==> config.mk <==
export PLATFORM = sky130hd
export DESIGN_NAME = cdb_arbiter
export DESIGN_NICKNAME = d
export VERILOG_FILES = /design/src/rtl/cdb_arbiter_pkg.sv /design/src/rtl/cdb_arbiter_rr_picker.sv /design/src/rtl/cdb_arbiter.sv
export SDC_FILE = /design/constraint.sdc
export NUM_CORES = 1
export LEC_CHECK = 0
export BUFFER_PORTS_ARGS = -buffer_cell sky130_fd_sc_hd__buf_2
export CAP_MARGIN = 10
export CORE_MARGIN = 8
export CORE_UTILIZATION = 48
export CTS_CLUSTER_DIAMETER = 60
export DETAILED_ROUTE_END_ITERATION = 16
export GPL_TIMING_DRIVEN = 0
export PLACE_DENSITY = 0.87
export SETUP_SLACK_MARGIN = 0.2
export SLEW_MARGIN = 0
export SYNTH_ARGS = -nofsm -noshare
export SYNTH_HDL_FRONTEND = slang
export SYNTH_SLANG_ARGS = --single-unit
export TNS_END_PERCENT = 50
==> constraint.sdc <==
create_clock -name clock -period 5.1 [get_ports clock]
set_input_delay 0.51 -clock clock [delete_from_list [all_inputs] [get_ports clock]]
set_output_delay 0.51 -clock clock [all_outputs]
set_load 0.02 [all_outputs]
==> src/rtl/cdb_arbiter_pkg.sv <==
// Shared Tomasulo definitions: bus widths, requester count, opcodes.
// Ports: none (package); op_wb() tells whether an opcode writes the RF.
package cdb_arbiter_pkg;

  localparam int N_REQ  = 3;
  localparam int DATA_W = 16;
  localparam int TAG_W  = 3;
  localparam int REG_W  = 3;

  typedef enum logic [3:0] {
    OP_ADD = 4'b0000,
    OP_SUB = 4'b0001,
    OP_MUL = 4'b0100,
    OP_DIV = 4'b0101
  } opcode_t;

  function automatic logic op_wb(input logic [3:0] op);
    unique case (1'b1)
      op == OP_ADD: return 1'b1;
      op == OP_SUB: return 1'b1;
      op == OP_MUL: return 1'b1;
      op == OP_DIV: return 1'b1;
      default:      return 1'b0;
    endcase
  endfunction

endpackage

==> src/rtl/cdb_arbiter_rr_picker.sv <==
// Round-robin picker: first requester at or after ptr, wrapping.
// Ports: req, ptr in; one-hot grant and binary index idx out.
module cdb_arbiter_rr_picker #(
  parameter int N_REQ = 3,
  parameter int IDX_W = $clog2(N_REQ)
) (
  input  logic [N_REQ-1:0] req,
  input  logic [IDX_W-1:0] ptr,
  output logic [N_REQ-1:0] grant,
  output logic [IDX_W-1:0] idx
);

  logic found;
  int   j;

  always_comb begin
    grant = '0;
    idx   = '0;
    found = 1'b0;
    j     = 0;
    for (int k = 0; k < N_REQ; k++) begin
      j = (int'(ptr) + k) % N_REQ;
      if (!found && req[j]) begin
        found    = 1'b1;
        grant[j] = 1'b1;
        idx      = IDX_W'(j);
      end
    end
  end

endmodule

==> src/rtl/cdb_arbiter.sv <==
// Common Data Bus arbiter: one round-robin grant per cycle, registered
// onto the CDB broadcast and RF write port.
// Ports: clock, reset_n; req/req_data/req_tag/req_dest/req_wb, stall in;
// grant (comb), cdb_valid/data/tag, rf_wen/addr/data, bcast_cnt out.
module cdb_arbiter
  import cdb_arbiter_pkg::*;
#(
  parameter int N_REQ_P  = N_REQ,
  parameter int DATA_W_P = DATA_W,
  parameter int TAG_W_P  = TAG_W,
  parameter int REG_W_P  = REG_W
) (
  input  logic                         clock,
  input  logic                         reset_n,
  input  logic [N_REQ_P-1:0]           req,
  input  logic [N_REQ_P*DATA_W_P-1:0]  req_data,
  input  logic [N_REQ_P*TAG_W_P-1:0]   req_tag,
  input  logic [N_REQ_P*REG_W_P-1:0]   req_dest,
  input  logic [N_REQ_P-1:0]           req_wb,
  input  logic                         stall,
  output logic [N_REQ_P-1:0]           grant,
  output logic                         cdb_valid,
  output logic [DATA_W_P-1:0]          cdb_data,
  output logic [TAG_W_P-1:0]           cdb_tag,
  output logic                         rf_wen,
  output logic [REG_W_P-1:0]           rf_addr,
  output logic [DATA_W_P-1:0]          rf_data,
  output logic [15:0]                  bcast_cnt
);

  localparam int IDX_W = $clog2(N_REQ_P);

  logic [IDX_W-1:0]    rr_ptr;
  logic [IDX_W-1:0]    win;
  logic [IDX_W-1:0]    ptr_nxt;
  logic [N_REQ_P-1:0]  pick;
  logic                xfer;
  logic [DATA_W_P-1:0] w_data;
  logic [TAG_W_P-1:0]  w_tag;
  logic [REG_W_P-1:0]  w_dest;

  cdb_arbiter_rr_picker #(
    .N_REQ (N_REQ_P),
    .IDX_W (IDX_W)
  ) u_pick (
    .req   (req),
    .ptr   (rr_ptr),
    .grant (pick),
    .idx   (win)
  );

  // Grant is suppressed during reset so no unit sees a phantom transfer.
  assign grant = (reset_n && !stall) ? pick : '0;
  assign xfer  = |grant;

  assign w_data = req_data[win*DATA_W_P +: DATA_W_P];
  assign w_tag  = req_tag[win*TAG_W_P +: TAG_W_P];
  assign w_dest = req_dest[win*REG_W_P +: REG_W_P];

  assign ptr_nxt = (win == IDX_W'(N_REQ_P-1)) ? '0 : win + 1'b1;

  assign rf_data = cdb_data;

  always_ff @(posedge clock) begin
    if (!reset_n) begin
      cdb_valid <= 1'b0;
      rf_wen    <= 1'b0;
      cdb_data  <= '0;
      cdb_tag   <= '0;
      rf_addr   <= '0;
      bcast_cnt <= '0;
      rr_ptr    <= '0;
    end else begin
      cdb_valid <= xfer;
      rf_wen    <= xfer & req_wb[win] & (w_dest != '0);
      if (xfer) begin
        cdb_data  <= w_data;
        cdb_tag   <= w_tag;
        rf_addr   <= w_dest;
        bcast_cnt <= bcast_cnt + 16'd1;
        rr_ptr    <= ptr_nxt;
      end
    end
  end

endmodule

==> metrics.log, run 1 <==
[metrics] crit-path max FO: 10
[metrics] placed instance count: 494
[metrics] IO Count: 134
[metrics] Required @ worst endpoint: 5.32 ns
[metrics] Slowest Stage Delay on Critical Path: 0.44 ns
[metrics] Total Nets Final: 511
[metrics] net count after synthesis: 372
[metrics] total global routing overflow: 0
[metrics] peak supply drop: 0.000384 V
[metrics] setup clock skew after layout: 0.0135 ns
[metrics] transition time at the pin with the least slew margin: 0.494 ns
[metrics] number of distinct library cell variants in the gate-level netlist after synthesis: 45
[metrics] Die Area: 0.00760 mm2
[metrics] placed wire-length estimate after detailed placement: 6710 um
[metrics] leading area contributor after synthesis: sky130_fd_sc_hd__dfxtp_1
[metrics] period utilization: 61.7%
[metrics] type of element capturing the critical path: flop
[metrics] fraction of layout instances using a drive strength above 1: 40.7%
[metrics] type of the tightest min-delay check: in -> reg
[metrics] effective utilization at floorplan: 48.5%
[metrics] Setup Slack @ Placement: 2.02 ns
[metrics] FILL cells: 465
[metrics] post-synthesis sequential element count: 42
[metrics] shortest clock period the worst path allows after layout: 3.14 ns
[metrics] Post-CTS Hold Buffers: 0
[metrics] power per cell area: 542 mW/mm2
[metrics] share of flip-flops with an asynchronous set or reset: 0%
[metrics] cts bufs inserted: 5
[metrics] antenna viol nets, final: 0
[metrics] startpoint type of the worst setup path: flop
[metrics] Reg-to-Reg End: cdb_data[0]$_SDFFE_PN0P_
[metrics] num rows: 26
[metrics] leading post-synthesis cells by cell area: sky130_fd_sc_hd__dfxtp_1 35%, sky130_fd_sc_hd__a221oi_1 6.8%, sky130_fd_sc_hd__a21oi_1 6.6%
[metrics] cell depth of the worst min-delay path: 3
[metrics] synthesized cell area: 0.00243 mm2
[metrics] TritonCTS clock tree: yes
[metrics] number of resized instances in the post-cts repair step: 0
[metrics] Worst Path Arrival: 3.37 ns
[metrics] TNS Setup: 0 ns
[metrics] number of antenna diodes: 0
[metrics] library cell used as clock root buffer: sky130_fd_sc_hd__clkbuf_8
[metrics] clock-pin slew of the registers on the worst-case setup and hold paths: 0.09 ns
[metrics] cell-by-cell listing of the critical path: inv_1 > ha_1 > buf_2 > mux2_2 > a222oi_1 > o32ai_1 > o31a_1 > clkbuf_1 > nor2_1 > clkbuf_1 > nand2_1 > a21oi_1
[metrics] Achievable Freq: 318 MHz
[metrics] Finish-stage setup viols: 0
[metrics] Top FF cell, synth: sky130_fd_sc_hd__dfxtp_1
[metrics] final-report hold violation count: 0
[metrics] maximum level of the CTS H-tree: 2
[metrics] Syn Area/Cell: 8.33 um2
[metrics] area overhead of the layout relative to synthesis: 35.4%
[metrics] reg-to-reg startpoint: rr_ptr[0]$_SDFFE_PN0P_
[metrics] routed wire length: 8480 um
[metrics] setup repair after global routing missed its margin: false
[metrics] number of enable-type register cells in the synthesized netlist: 0
[metrics] count of final max-slew check failures: 0
[metrics] Buffers on Ports: 132
[metrics] maximum number of pins on one net before global-route repair: 15
[metrics] buffer levels on the longest clock path: 2
[metrics] final weighted congestion in routability-driven placement: 0.826
[metrics] routed vias: 2797
[metrics] reg-to-reg setup timing slack: 1.96 ns
[metrics] R2R cell count: 12
[metrics] area share of the largest cell type after synthesis: 34.6%
[metrics] max_cap viols: 0
[metrics] clock latency of the later-clocked register in the worst-skew pair: 0.30 ns
[metrics] number of clock sinks seen by CTS: 42
[metrics] DRC errors left: 0
[metrics] global-route wire length before repair: 13500 um
[metrics] Die X: 87.2 um
[metrics] number of search-and-repair iterations in the first detailed-routing pass: 4
[metrics] post-synthesis sequential area ratio: 34.6%
[metrics] Finished Layout Cells: 502
[metrics] CP dominant cell by count: sky130_fd_sc_hd__clkbuf_1
[metrics] wire length per cell: 16.9 um
[metrics] run status: finished clean
[metrics] number of buffers added for setup after CTS: 0
[metrics] violation count after the first detailed-route iteration: 211
[metrics] Max-Slew Margin vs Limit: 67.1%
[metrics] post-DR vias/cell: 5.57
[metrics] Core Box Area: 0.00501 mm2
[metrics] die boundary height: 87.2 um
[metrics] type of the setup path with the least slack: reg -> reg
[metrics] initial antenna violation count: 0
[metrics] number of global-route vias before repair: 2864
[metrics] slack of the critical path: 1.96 ns
[metrics] hold_sp: req_data[7]
[metrics] Ys Warns: 0
[metrics] Leakage: 1.59 nW
[metrics] library cell contributing the largest single delay on the critical path: sky130_fd_sc_hd__clkbuf_1
[metrics] gate count of the mapped netlist: 292
[metrics] total global routing track utilization: 22.2%
[metrics] sink of the worst hold path: cdb_data[7]$_SDFFE_PN0P_
logic make-up after synthesis:
| logic type | Yosys count | share of synthesized area [%] |
|---|---|---|
| compound gates | 109 | 30.7 |
| xor+xnor | 4 | 1.44 |
| fa+ha+maj | 5 | 2.57 |
| buf+inv | 45 | 10.3 |
| flops | 42 | 34.6 |
| mux | 8 | 3.96 |
| simple gates | 79 | 16.4 |
routing by layer:
layer / routed length [um] / GRT usage, % / up-vias / share of wire [%]
li1: - / - / 1356 / -
met5: 0 / 0 / - / 0
met3: 958 / 9.81 / 18 / 11
met4: 165 / 6.41 / 0 / 1.9
met1: 3060 / 22.7 / 1295 / 36
met2: 4300 / 39.8 / 128 / 51
cell usage in the layout, fill, tap and decap left out, drive strengths merged, types with 4 or more instances in the layout:
cell type / Yosys / layout
a21oi: 32 / 32
a221oi: 19 / 19
a22o: 4 / 4
buf: 27 / 159
clkbuf: 11 / 16
dfxtp: 42 / 42
ha: 5 / 5
inv: 7 / 8
mux2i: 5 / 5
nand2: 39 / 39
nand2b: 6 / 6
nand3: 5 / 5
nor2: 8 / 8
nor3: 4 / 4
o21ai: 21 / 21
o311ai: 5 / 5
o31ai: 7 / 7
or4: 6 / 6
worst max-delay path: cells and delay by family (launching register included):
| kind | cells | cell delay (ns) |
|---|---|---|
| buffers and inverters | 4 | 0.94 |
| multiplexers | 1 | 0.37 |
| flip-flops | 1 | 0.41 |
| adder cells (fa/ha/maj) | 1 | 0.28 |
| AO/OA/AOI/OAI | 4 | 0.66 |
| AND/OR/NAND/NOR | 2 | 0.40 |
synth_stat cells (3+ instances only):
master                     instances
sky130_fd_sc_hd__a22o_1            4
sky130_fd_sc_hd__and3_1            3
sky130_fd_sc_hd__ha_1              5
sky130_fd_sc_hd__o311ai_0          5
sky130_fd_sc_hd__nand2b_1          6
sky130_fd_sc_hd__mux2i_1           4
sky130_fd_sc_hd__inv_1             6
sky130_fd_sc_hd__a21oi_1          32
sky130_fd_sc_hd__o31a_1            3
sky130_fd_sc_hd__nand3_1           5
sky130_fd_sc_hd__a21o_1            3
sky130_fd_sc_hd__nand2_1          39
sky130_fd_sc_hd__clkbuf_1         11
sky130_fd_sc_hd__buf_4            17
sky130_fd_sc_hd__o21ai_0          21
sky130_fd_sc_hd__o31ai_1           7
sky130_fd_sc_hd__a221oi_1         19
sky130_fd_sc_hd__dfxtp_1          42
sky130_fd_sc_hd__buf_2             9
sky130_fd_sc_hd__nor2_1            8
sky130_fd_sc_hd__or4_1             6
sky130_fd_sc_hd__xor2_1            3
sky130_fd_sc_hd__mux2_2            3
report_power, final:
| group | total (mW) | switching, mW | internal [mW] |
|---|---|---|---|
| combinational | 1.04 | 0.654 | 0.389 |
| clock | 0.272 | 0.125 | 0.147 |
| sequential | 0.469 | 0.0573 | 0.412 |
| total | 1.78 | 0.837 | 0.948 |
area by class of cell:
type | count | area [um2] | area share (%)
Clock buffer | 5 | 68.8 | 2.09
Inverter | 7 | 26.3 | 0.798
Buffer | 38 | 225 | 6.84
Sequential cell | 42 | 841 | 25.5
Tap cell | 70 | 87.6 | 2.66
Clock inverter | 3 | 43.8 | 1.33
Timing Repair Buffer | 132 | 661 | 20.1
Multi-Input combinational cell | 205 | 1340 | 40.7
how the worst max path moves through the flow:
| stage | from | endpoint | slack [ns] | depth (start not counted) |
|---|---|---|---|---|
| after global routing | rr_ptr[0]$_SDFFE_PN0P_ | cdb_data[9]$_SDFFE_PN0P_ | 1.74 | 12 |
| after floorplan | rr_ptr[0]$_SDFFE_PN0P_ | rr_ptr[0]$_SDFFE_PN0P_ | 2.53 | 12 |
| after detailed placement | rr_ptr[0]$_SDFFE_PN0P_ | cdb_data[0]$_SDFFE_PN0P_ | 2.02 | 12 |
| after CTS | rr_ptr[0]$_SDFFE_PN0P_ | cdb_data[0]$_SDFFE_PN0P_ | 1.98 | 12 |
| final | rr_ptr[0]$_SDFFE_PN0P_ | cdb_data[0]$_SDFFE_PN0P_ | 1.96 | 12 |
| after global placement | rr_ptr[0]$_SDFFE_PN0P_ | cdb_data[1]$_SDFFE_PN0P_ | 2.15 | 12 |
metrics by stage:
| step | power, mW | hold slack (ns) | util, % | instance area, um2 |
|---|---|---|---|---|
| 2_1_floorplan | 1.19 | 0.465 | - | 2430 |
| 3_3_place_gp | 1.49 | 0.465 | 63.5 | 3180 |
| 3_5_place_dp | 1.51 | 0.488 | 63.5 | 3180 |
| 4_1_cts | 1.79 | 0.436 | 65.7 | 3290 |
| 5_1_grt | 1.90 | 0.446 | 65.7 | 3290 |
| 6_report | 1.78 | 0.435 | 65.7 | 3290 |
state kept, by name, summed over array words and instances, names as in the netlist:
| name | count |
|---|---|
| bcast_cnt | 16 |
| cdb_valid | 1 |
| rf_wen | 1 |
| cdb_tag | 3 |
| cdb_data | 16 |
| rr_ptr | 2 |
| rf_addr | 3 |
(Power assumes the default switching activity.)
==> run 2, diff against run 1 <==
Settings changed: ABC_AREA from default to 1, CORE_UTILIZATION 48 to 46, PLACE_DENSITY 0.87 to 0.81.
Clock period 5.1 ns to 3.1 ns, I/O delays scaled along.
==> run 2 against run 1 <==
Global-route usage down 1.7 points. Non-clock buffer count down 1. First-iteration DRC count down 39%. Sequential power up 64%. Utilization down 4.3 points. Routed wire length up 7.1%. Sequential share of layout area down 2.0 points. Clock power up 39%. Synthesized cell count up 51%. Synthesized area up 12%. Combinational power up 97%. Critical path type is now reg -> out. Critical endpoint is now grant[1]. Largest power group unchanged.
==> metrics.log, run 2 <==
[metrics] violation count after the first detailed-route iteration: 129
[metrics] fraction of layout instances using a drive strength above 1: 32.8%
[metrics] share of flip-flops with an asynchronous set or reset: 0%
[metrics] number of search-and-repair iterations in the first detailed-routing pass: 4
[metrics] Buffers on Ports: 133
[metrics] shortest clock period the worst path allows after layout: 2.39 ns
[metrics] global-route met2 utilization: 36.4%
[metrics] final-report hold violation count: 0
[metrics] cts bufs inserted: 5
[metrics] met3 track utilization from global routing: 4.85%
[metrics] Leakage: 1.94 nW
[metrics] type of element capturing the critical path: output pin
[metrics] number of distinct library cell variants in the gate-level netlist after synthesis: 28
[metrics] GR Util met1: 24.9%
[metrics] library cell contributing the largest single delay on the critical path: sky130_fd_sc_hd__ha_1
[metrics] post-DR vias/cell: 4.92
[metrics] hold_sp: req_data[27]
[metrics] total chip power: 3.20 mW
[metrics] FILL cells: 597
[metrics] most frequently used cell type in the post-synthesis netlist: sky130_fd_sc_hd__nand2_1
[metrics] crit-path max FO: 7
[metrics] number of resized instances in the post-cts repair step: 0
[metrics] maximum number of pins on one net before global-route repair: 14
[metrics] final weighted congestion in routability-driven placement: 0.901
[metrics] Worst Path Arrival: 2.08 ns
[metrics] Syn Area/Cell: 6.15 um2
[metrics] Die Area: 0.00862 mm2
[metrics] count of buffer and inverter cells on the critical path: 4
[metrics] transition time at the pin with the least slew margin: 0.538 ns
[metrics] leading post-synthesis cells by cell area: sky130_fd_sc_hd__dfxtp_1 31%, sky130_fd_sc_hd__nand2_1 20%, sky130_fd_sc_hd__nor2_1 9.0%
[metrics] type of the tightest min-delay check: in -> reg
[metrics] max_cap viols: 0
[metrics] TritonCTS clock tree: yes
[metrics] period utilization: 77.1%
[metrics] Slowest Stage Delay on Critical Path: 0.39 ns
[metrics] routed vias: 3239
[metrics] Max-Slew Margin vs Limit: 64.1%
[metrics] wire length per cell: 13.8 um
[metrics] count of final max-slew check failures: 0
[metrics] startpoint type of the worst setup path: flop
[metrics] reg-to-reg setup timing slack: 0.74 ns
[metrics] Die X: 92.8 um
[metrics] number of clock sinks seen by CTS: 42
[metrics] library cell used as clock root buffer: sky130_fd_sc_hd__clkbuf_8
[metrics] Ys Warns: 0
[metrics] total global routing track utilization: 20.5%
[metrics] TNS Setup: 0 ns
[metrics] maximum level of the CTS H-tree: 2
[metrics] number of antenna diodes: 0
[metrics] area overhead of the layout relative to synthesis: 31.5%
[metrics] num rows: 28
[metrics] run status: finished clean
[metrics] Top FF cell, synth: sky130_fd_sc_hd__dfxtp_1
[metrics] number of enable-type register cells in the synthesized netlist: 0
[metrics] routed wire length: 9080 um
[metrics] power per cell area: 895 mW/mm2
[metrics] initial antenna violation count: 0
[metrics] cell depth of the worst min-delay path: 5
[metrics] post-synthesis sequential area ratio: 31.0%
[metrics] placed wire-length estimate after detailed placement: 7340 um
[metrics] cell-by-cell listing of the critical path: inv_1 > ha_1 > inv_2 > nand2_1 > nand3_1 > nand2_1 > nand3_1 > o21ai_0 > o21ai_2 > inv_1 > buf_2
[metrics] IO Count: 134
[metrics] gate count of the mapped netlist: 442
[metrics] Finish-stage setup viols: 0
[metrics] antenna viol nets, final: 0
[metrics] Reg-to-Reg End: cdb_data[8]$_SDFFE_PN0P_
[metrics] global-route wire length before repair: 14600 um
[metrics] clock-pin slew of the registers on the worst-case setup and hold paths: 0.09 ns
[metrics] leading area contributor after synthesis: sky130_fd_sc_hd__dfxtp_1
[metrics] buffer levels on the longest clock path: 2
[metrics] post-synthesis sequential element count: 42
[metrics] type of the setup path with the least slack: reg -> out
[metrics] most used cells in the layout excluding fill and tap cells: 146 x sky130_fd_sc_hd__nand2_1, 143 x sky130_fd_sc_hd__buf_2, 65 x sky130_fd_sc_hd__nor2_1
[metrics] clock latency of the later-clocked register in the worst-skew pair: 0.30 ns
[metrics] total global routing overflow: 0
[metrics] setup repair after global routing missed its margin: false
[metrics] commonest non-fill, non-tap cell in the layout: sky130_fd_sc_hd__nand2_1
[metrics] cell family contributing the most delay on the critical path: buffers and inverters
[metrics] effective utilization at floorplan: 46.7%
[metrics] sink of the worst hold path: cdb_data[11]$_SDFFE_PN0P_
[metrics] synthesized cell area: 0.00272 mm2
[metrics] die boundary height: 92.8 um
[metrics] Total Nets Final: 662
[metrics] Core Box Area: 0.00582 mm2
[metrics] number of buffers added for setup after CTS: 0
[metrics] setup clock skew after layout: 0.00945 ns
[metrics] commonest cells in the synthesized netlist: 146 x sky130_fd_sc_hd__nand2_1, 65 x sky130_fd_sc_hd__nor2_1, 46 x sky130_fd_sc_hd__nand3_1, 42 x sky130_fd_sc_hd__dfxtp_1, 26 x sky130_fd_sc_hd__o21ai_0
[metrics] Required @ worst endpoint: 2.79 ns
[metrics] peak supply drop: 0.000433 V
[metrics] busiest grt layer: met2
[metrics] area share of the largest cell type after synthesis: 31.0%
[metrics] DRC errors left: 0
[metrics] net count after synthesis: 522
[metrics] reg-to-reg startpoint: rr_ptr[0]$_SDFFE_PN0P_
[metrics] Post-CTS Hold Buffers: 0
[metrics] number of global-route vias before repair: 3098
[metrics] Achievable Freq: 418 MHz
[metrics] R2R cell count: 15
[metrics] top flop regs: bcast_cnt x16, cdb_data x16
==> run 2: kinds of logic (layout without fill, tap and decap cells) <==
| logic type | count (synthesis) | after routing | share of synthesized area [%] |
|---|---|---|---|
| simple gates | 274 | 274 | 41.9 |
| compound gates | 49 | 49 | 9.81 |
| xor+xnor | 8 | 8 | 2.58 |
| buf+inv | 64 | 205 | 12.4 |
| flops | 42 | 42 | 31.0 |
| fa+ha+maj | 5 | 5 | 2.30 |
==> run 2: worst max path at each step <==
| stage | from | endpoint | slack (ns) | cells past startpoint |
|---|---|---|---|---|
| 2_1_floorplan | rr_ptr[0]$_SDFFE_PN0P_ | bcast_cnt[15]$_SDFFE_PN0P_ | 1.09 | 14 |
| 3_3_place_gp | rr_ptr[0]$_SDFFE_PN0P_ | cdb_data[8]$_SDFFE_PN0P_ | 0.79 | 15 |
| 3_5_place_dp | rr_ptr[0]$_SDFFE_PN0P_ | cdb_data[8]$_SDFFE_PN0P_ | 0.73 | 15 |
| 4_1_cts | rr_ptr[0]$_SDFFE_PN0P_ | grant[1] | 0.69 | 11 |
| 5_1_grt | rr_ptr[0]$_SDFFE_PN0P_ | rf_addr[2]$_SDFFE_PN0P_ | 0.49 | 15 |
| 6_report | rr_ptr[0]$_SDFFE_PN0P_ | grant[1] | 0.71 | 11 |
==> run 2: worst register-to-register path: stages, from the launching register on <==
cell	delay, ns
sky130_fd_sc_hd__dfxtp_1	0.37
sky130_fd_sc_hd__inv_1	0.09
sky130_fd_sc_hd__ha_1	0.39
sky130_fd_sc_hd__inv_2	0.12
sky130_fd_sc_hd__nand2_1	0.05
sky130_fd_sc_hd__nand3_1	0.06
sky130_fd_sc_hd__nand2_1	0.08
sky130_fd_sc_hd__nand3_1	0.11
sky130_fd_sc_hd__nand2_1	0.09
sky130_fd_sc_hd__nor2_2	0.29
sky130_fd_sc_hd__inv_2	0.08
sky130_fd_sc_hd__buf_2	0.21
sky130_fd_sc_hd__nand2_1	0.11
sky130_fd_sc_hd__nand2_1	0.06
sky130_fd_sc_hd__nor2_1	0.10
sky130_fd_sc_hd__nor2_1	0.05
==> run 2: final cells by class <==
class / instances / area, um2 / area share [%]
buffer: 36 / 233 / 6.52
multi-input combinational: 336 / 1540 / 43.1
tap: 75 / 93.8 / 2.63
clock buffer: 6 / 82.6 / 2.31
inverter: 28 / 105 / 2.94
sequential: 42 / 841 / 23.5
clock inverter: 2 / 12.5 / 0.350
timing repair buffer: 133 / 666 / 18.6
==> run 2: stage by stage <==
stage / area [um2] / hold slack, ns / setup slack (ns) / utilization (%) / instances
2_1_floorplan: 2720 / 0.472 / 1.09 / - / 442
3_3_place_gp: 3480 / 0.480 / 0.791 / 59.8 / 650
3_5_place_dp: 3480 / 0.492 / 0.730 / 59.8 / 650
4_1_cts: 3570 / 0.325 / 0.692 / 61.4 / 658
5_1_grt: 3570 / 0.341 / 0.486 / 61.4 / 658
6_report: 3570 / 0.329 / 0.709 / 61.4 / 658
==> run 2: metal layers <==
metal | vias to the layer above | part of all wire [%]
met4 | 0 | 0.56
met2 | 116 | 47
met5 | - | 0
met3 | 5 | 7.7
met1 | 1445 | 44
li1 | 1673 | -
==> run 2: power by group <==
part           internal (mW)  switching (mW)  total, mW
Clock                  0.179           0.200      0.379
Sequential             0.677          0.0912      0.768
Combinational          0.709            1.34       2.05
